`src/rtl/dmem_resp.sv`:
```
// Data-memory responder: single-outstanding load/store with fixed latency.
// Byte-enabled stores; misaligned or out-of-range requests return an error.
module dmem_resp #(
  parameter int DEPTH_LOG2 = 6,
  parameter int LATENCY    = 2
) (
  input  logic        clk,
  input  logic        reset,
  input  logic        req_valid,
  output logic        req_ready,
  input  logic        req_write,
  input  logic [31:0] req_addr,
  input  logic [31:0] req_wdata,
  input  logic [3:0]  req_be,
  output logic        rsp_valid,
  input  logic        rsp_ready,
  output logic [31:0] rsp_rdata,
  output logic        rsp_err
);

  localparam logic [1:0] IDLE = 2'd0;
  localparam logic [1:0] WAIT = 2'd1;
  localparam logic [1:0] RESP = 2'd2;

  logic [1:0]  state;
  logic [3:0]  cnt;
  logic        turn;
  logic        lat_write;
  logic [31:0] lat_addr;
  logic [31:0] lat_wdata;
  logic [3:0]  lat_be;
  logic [31:0] mem [2**DEPTH_LOG2];

  logic                  accept;
  logic                  enter_resp;
  logic                  op_write;
  logic                  op_err;
  logic [31:0]           op_addr;
  logic [31:0]           op_wdata;
  logic [3:0]            op_be;
  logic [DEPTH_LOG2-1:0] op_idx;

  // turn blocks acceptance for one IDLE cycle after a response completes
  assign req_ready = (state == IDLE) && !turn;
  assign rsp_valid = (state == RESP);
  assign accept    = req_valid && req_ready;

  // With LATENCY 1 the RESP edge is the accept edge, so use live inputs
  assign op_write = (LATENCY == 1) ? req_write : lat_write;
  assign op_addr  = (LATENCY == 1) ? req_addr  : lat_addr;
  assign op_wdata = (LATENCY == 1) ? req_wdata : lat_wdata;
  assign op_be    = (LATENCY == 1) ? req_be    : lat_be;

  assign op_err = (op_addr[1:0] != 2'b00) ||
                  (op_addr[31:DEPTH_LOG2+2] != '0);
  assign op_idx = op_addr[DEPTH_LOG2+1:2];

  assign enter_resp = ((LATENCY == 1) && accept) ||
                      ((state == WAIT) && (cnt == 4'd1));

  always_ff @(posedge clk or negedge reset) begin
    if (!reset) begin
      state     <= IDLE;
      cnt       <= 4'd0;
      turn      <= 1'b0;
      lat_write <= 1'b0;
      lat_addr  <= 32'd0;
      lat_wdata <= 32'd0;
      lat_be    <= 4'd0;
      rsp_rdata <= 32'd0;
      rsp_err   <= 1'b0;
    end else begin
      unique case (state)
        IDLE: begin
          turn <= 1'b0;
          if (accept) begin
            lat_write <= req_write;
            lat_addr  <= req_addr;
            lat_wdata <= req_wdata;
            lat_be    <= req_be;
            if (LATENCY == 1) begin
              state <= RESP;
            end else begin
              state <= WAIT;
              cnt   <= 4'(LATENCY - 1);
            end
          end
        end
        WAIT: begin
          if (cnt == 4'd1) begin
            state <= RESP;
            cnt   <= 4'd0;
          end else begin
            cnt <= cnt - 4'd1;
          end
        end
        RESP: begin
          if (rsp_ready) begin
            state <= IDLE;
            turn  <= 1'b1;
          end
        end
        default: state <= IDLE;
      endcase
      if (enter_resp) begin
        rsp_err   <= op_err;
        rsp_rdata <= (!op_write && !op_err) ? mem[op_idx] : 32'd0;
      end
    end
  end

  // Storage is never reset; reset gating keeps an aborted store out
  always_ff @(posedge clk) begin
    if (enter_resp && reset && op_write && !op_err) begin
      for (int b = 0; b < 4; b++) begin
        if (op_be[b]) mem[op_idx][8*b +: 8] <= op_wdata[8*b +: 8];
      end
    end
  end

endmodule

```
`config.mk`:
```
export PLATFORM = sky130hd
export DESIGN_NAME = dmem_resp
export DESIGN_NICKNAME = d
export VERILOG_FILES = /design/src/rtl/dmem_resp.sv
export SDC_FILE = /design/constraint.sdc
export NUM_CORES = 2
export LEC_CHECK = 0
export CAP_MARGIN = 20
export CORE_MARGIN = 1.5
export CORE_UTILIZATION = 45
export CTS_CLUSTER_SIZE = 8
export DETAILED_ROUTE_END_ITERATION = 8
export GPL_ROUTABILITY_DRIVEN = 0
export PLACE_DENSITY_LB_ADDON = 0.15
export SYNTH_ARGS = -nofsm -noshare
export SYNTH_HDL_FRONTEND = slang
export SYNTH_SLANG_ARGS = --single-unit
```
`constraint.sdc`:
```
create_clock -name clk -period 3.7 [get_ports clk]
set_input_delay 0.925 -clock clk [delete_from_list [all_inputs] [get_ports clk]]
set_output_delay 0.925 -clock clk [all_outputs]
set_load 0.03 [all_outputs]
```
# After elaboration in Yosys (flattened, before gate mapping)
# Memory sizes are Yosys's and may differ from the RTL's.
# Index checks and enable logic that the tools add are counted.
# W data, S select, Z words.
[op_classes]
bitwise_logic = 0
add_sub_neg = 1
n_reduce_logical = 20
div_mod_pow = 0
mux = 22
shifts = 0
n_eq_ne = 6
order_cmp = 0
n_mul = 0
[op_table]
columns = ["cell", "n"]
rows = [
  ["$mux W32", 1],
  ["$reduce_bool A24 Y1", 1],
  ["$mux W1", 13],
  ["$mux W4", 2],
  ["$pmux W4 S2", 1],
  ["$logic_and A1 B1 Y1", 7],
  ["$mux W2", 3],
  ["$pmux W2 S3", 1],
  ["$reduce_and A2 Y1", 3],
  ["$reduce_bool A2 Y1", 3],
  ["$eq A4 B1 Y1 const B", 1],
  ["$ne A2 B1 Y1 const B", 2],
  ["$sub A4 B1 Y4 const B", 1],
  ["$logic_not A1 Y1", 3],
  ["$reduce_and A3 Y1", 1],
  ["$eq A2 B1 Y1 const B", 1],
  ["$eq A2 B2 Y1 const B", 1],
  ["$logic_not A2 Y1", 1],
  ["$ne A2 B2 Y1 const B", 1],
  ["$pmux W1 S2", 1],
  ["$logic_or A1 B1 Y1", 1],
]
[totals]
rom_bits = 0
latch_bits = 0
wordCells = 59
ramBits = 2048
regBits = 109
input_bits = 73
mem_count = 1
out_inout_bits = 35
[memory_table]
columns = ["memory", "words", "width", "rd", "rd_clocked_by_memory_dff", "write_ports", "line_no", "text"]
rows = [
  ["mem", 64, 32, 1, 0, 1, "32", "logic [31:0] mem [2**DEPTH_LOG2];"],
]

# Logic depth before layout (Yosys ltp)
[depth]
ltp_word = 7
depth_mapped = 11
ltp_nobuf = 8

# Least setup slack after synthesis
# No wires, ideal clock.
[synth_timing]
path_kind = "register to register"
from = "reg cnt[1]"
to = "mem mem[10][0], enable pin"
t_required_ns = 3.330
path_slack_ns = 0.894
t_arrival_ns = 2.436
setup_time_ns = 0.370
synth_period_minus_slack_ns = 2.806
path_stages_with_launch = 12
path_buffers = 3
path_cell_list = "dfrtp_1 > inv_1 > ha_1 > nand2b_1 > or3_1 > buf_2 > nor3_1 > and3_1 > clkbuf_1 > nand2_2 > buf_2 > nor2_1"
[synth_via]
elab_chain_len = 7
[synth_rtl]
columns = ["element", "line_no", "text"]
rows = [
  ["start: declaration", "26", "logic [3:0] cnt;"],
  ["start signal: assignment", "85", "cnt <= 4'(LATENCY - 1);"],
  ["start signal: assignment", "94", "cnt <= cnt - 4'd1;"],
  ["$eq A4 B1 Y1", "59", "((state == WAIT) && (cnt == 4'd1));"],
  ["$logic_and A1 B1 Y1", "59", ""],
  ["$logic_and A1 B1 Y1 (3 in series)", "114", "if (enter_resp && reset && op_write && !op_err) begin"],
  ["$mux W1", "114", ""],
  ["$mux W1 (implied by the code)", "116", "if (op_be[b]) mem[op_idx][8*b +: 8] <= op_wdata[8*b +: 8];"],
  ["end: declaration", "32", ""],
]
# Every way passes these cells.

# Worst setup path in the final report
[layout_timing]
from = "reg lat_addr[5]"
to = "mem mem[43][10], enable pin"
[layout_lines]
columns = ["element", "line_no", "text"]
rows = [
  ["start: declaration", "29", "logic [31:0] lat_addr;"],
  ["start signal: assignment", "78", "lat_addr <= req_addr;"],
]
# Straight into the memory's write port.

==> results.toml <==
[run_status]
outcome = "completed"

[grt]
track_usage_pct = 30.5
gr-max-usage-layer = "met2"
grt_max_degree = 84
antenna_found_initial = 12
grt_pass1_vias = 49400
overflow = 0
met3_usage_pct = 8.01
grt_util_met1_pct = 42.2
grt_pass1_wl_um = 397000
grt_util_met2_pct = 45.5

[worst_setup_path]
crit_path_cell_trace = "buf_4, nor2b_1, and2_1, nand2_1, buf_4, nor2_1, buf_4"
timing_worst_setup_path_type = "reg -> reg"
rr_worst_depth = 7
r2r-start = "lat_addr[5]"
cp_common_cell = "buf_4"
arrival_ns = 4.21
start_kind = "register"
crit_path_top_delay_cell = "and2_1"
cpPeakStageDelay_ns = 0.85
rr_endpoint = "mem[43][10]"
regToRegSetupSlack_ns = 0.09
critPathMaxFanout = 11
endpoint_kind = "register"
required_ns = 4.30

[logic_synthesis]
synth_area_leaders = "edfxtp_1, mux4_2, dfrtp_1"
post_synth_num_cell_types = 70
synth_area_leader_cell = "edfxtp_1"
synth_top_area_share_pct = 73.5
yosysMostFrequentCell = "edfxtp_1"
async_flop_share_pct = 5.05
synthTopCellsByCount = "edfxtp_1, nand2_1, nor2_1"
syn_area_um2 = 83700
syn_nets = 4853
synth_cells = 4778
synth_enable_flop_cells = 2048
syn_avg_cell_area_um2 = 17.5
ys_ff_latch = 2157
yosysWarnings = 0
yosysSeqAreaShare_pct = 76.7
synthFlopType = "edfxtp_1"

[timing]
setup_slack_ns = 0.0868
finClkSkew_ns = 0.0598
drv_slew = 0
min_period_over_period_pct = 97.7
worstMarginPinSlew_ns = 1.24
setup_viol = 0
maxSlewHeadroom_pct = 17.2
period_needed_ns = 3.61
hold_viol = 0
fmax_ghz = 0.277
rsz0062_at_grt = "no"
timing.hold.ws_ns = 0.0942

[power]
powerDensity_nw_per_um2 = 822
ir_drop_uv = 793
power_leakage_uw = 0.0335

[place]
place_inst = 7641
port_buffers = 107
place_area_um2 = 91400
place_worst_setup_slack_ns = 0.297
detailed_place_hpwl_um = 186000

[clock_network]
clockRootBuffer = "clkbuf_16"
cts_buffers = 320
clock_sinks = 2157
cts.path.max_buffers = 4
ctsResizeCount = 0
cts_hold_buf = 0
path_clk_slew_ns = 0.05
clkLatencyLatePin_ns = 0.94
cts_setup_buffers = 0
htree_levels = 5
cts_tree = "yes"

[finish]
fin_cells = 8119
drive_gt1_share_pct = 23.6
fin_area_um2 = 100000
fin_util_pct = 54.2
area_delta_synth_final_pct = 19.8
nNetsFinal = 5560

[floorplanning]
num_rows = 158
core_area_um2 = 185000
start_util_pct = 45.2
die_area_um2 = 189000
die_height_um = 434
ioPinCount = 108
die-width_um = 434

[routing]
post-route-drc-count = 0
drtIter0Drc = 7114
wl_um = 287000
num_vias = 51100
ant_nets = 0
wire_per_inst_um = 35.4
viasPerCell = 6.29
first_pass_iters = 9

[flow_run]
maxCapViolCount = 0

[worst_hold_path]
hold_path_class = "in -> async"
==> cells by family after synthesis <==
kind of cell,Yosys count,share of synthesized area [%]
simple gates,933,4.57
fa+ha+maj,2,0.0299
mux,554,9.81
compound gates,800,6.90
buf+inv,332,1.95
flops,2157,76.7
==> through the flow <==
stage | power [uW] | TNS (ns)
global route | 84400 | 0
detailed placement | 56400 | 0
global placement | 56100 | -0.0522
CTS | 82200 | 0
finish | 82400 | 0
floorplan | 44300 | 0
==> metal layers <==
metal | up-vias | part of all wire [%] | wire length (um)
li1 | 20600 | - | -
met1 | 26600 | 39 | 113000
met2 | 3291 | 45 | 129000
met3 | 651 | 11 | 31300
met4 | 6 | 4.9 | 14000
met5 | - | 0.016 | 47
==> worst max-delay path by stage <==
stage | start | end | slack (ns) | cells after the start
after floorplan | cnt[1] | mem[10][0] | 0.89 | 11
after global placement | lat_addr[3] | rsp_rdata[13] | -0.05 | 8
after detailed placement | lat_addr[5] | mem[40][16] | 0.30 | 7
after CTS | state[0] | req_ready | 0.28 | 2
after global routing | lat_addr[3] | rsp_rdata[12] | 0.22 | 8
final | lat_addr[5] | mem[43][10] | 0.09 | 7
==> power by group <==
group | leakage, uW | total, uW | switching (uW) | internal, uW
combinational | 0.00931 | 24000 | 16300 | 7760
sequential | 0.0199 | 32400 | 2080 | 30300
clock | 0.00421 | 25900 | 10000 | 15900
==> area by class of cell <==
class                   instances  area, um^2
fillers                     14800       84800
flip-flops and latches       2157       64300
multi-input cells            2289       17900
clock buffers                 452        8630
repair buffers                702        6110
well taps                    2480        3100
clock inverters                 9        87.6
inverters                      15        66.3
diodes                         15        37.5
==> flip-flops by register name, summed over array words and instances (netlist names) <==
register / flops
cnt: 4
lat_addr: 32
lat_be: 4
lat_wdata: 32
lat_write: 1
mem: 2048
rsp_err: 1
rsp_rdata: 32
state: 2
turn: 1
==> placed cells by master, fill, tap and decap left out, types with 21 or more instances in the layout <==
cell type	instances
o22ai_1	188
o21ai_0	82
a2bb2oi_1	21
nand2_1	410
a221oi_1	31
a222oi_1	22
edfxtp_1	2048
a211oi_1	24
mux2i_1	234
clkbuf_16	326
mux4_2	201
a21oi_1	91
clkbuf_1	126
mux2_2	119
a22oi_1	71
o221ai_1	146
dfrtp_2	32
nor2_1	386
buf_12	46
dfrtp_1	74
clkdlybuf4s50_1	106
buf_4	548
==> critical path: cells and delay by family, from the launching register on <==
kind                   cells  cell delay [ns]
and+or+nand+nor            4             2.12
buffers and inverters      3             0.77
DFF                        1             0.36
Note: power is estimated with default switching activity, not from simulation.
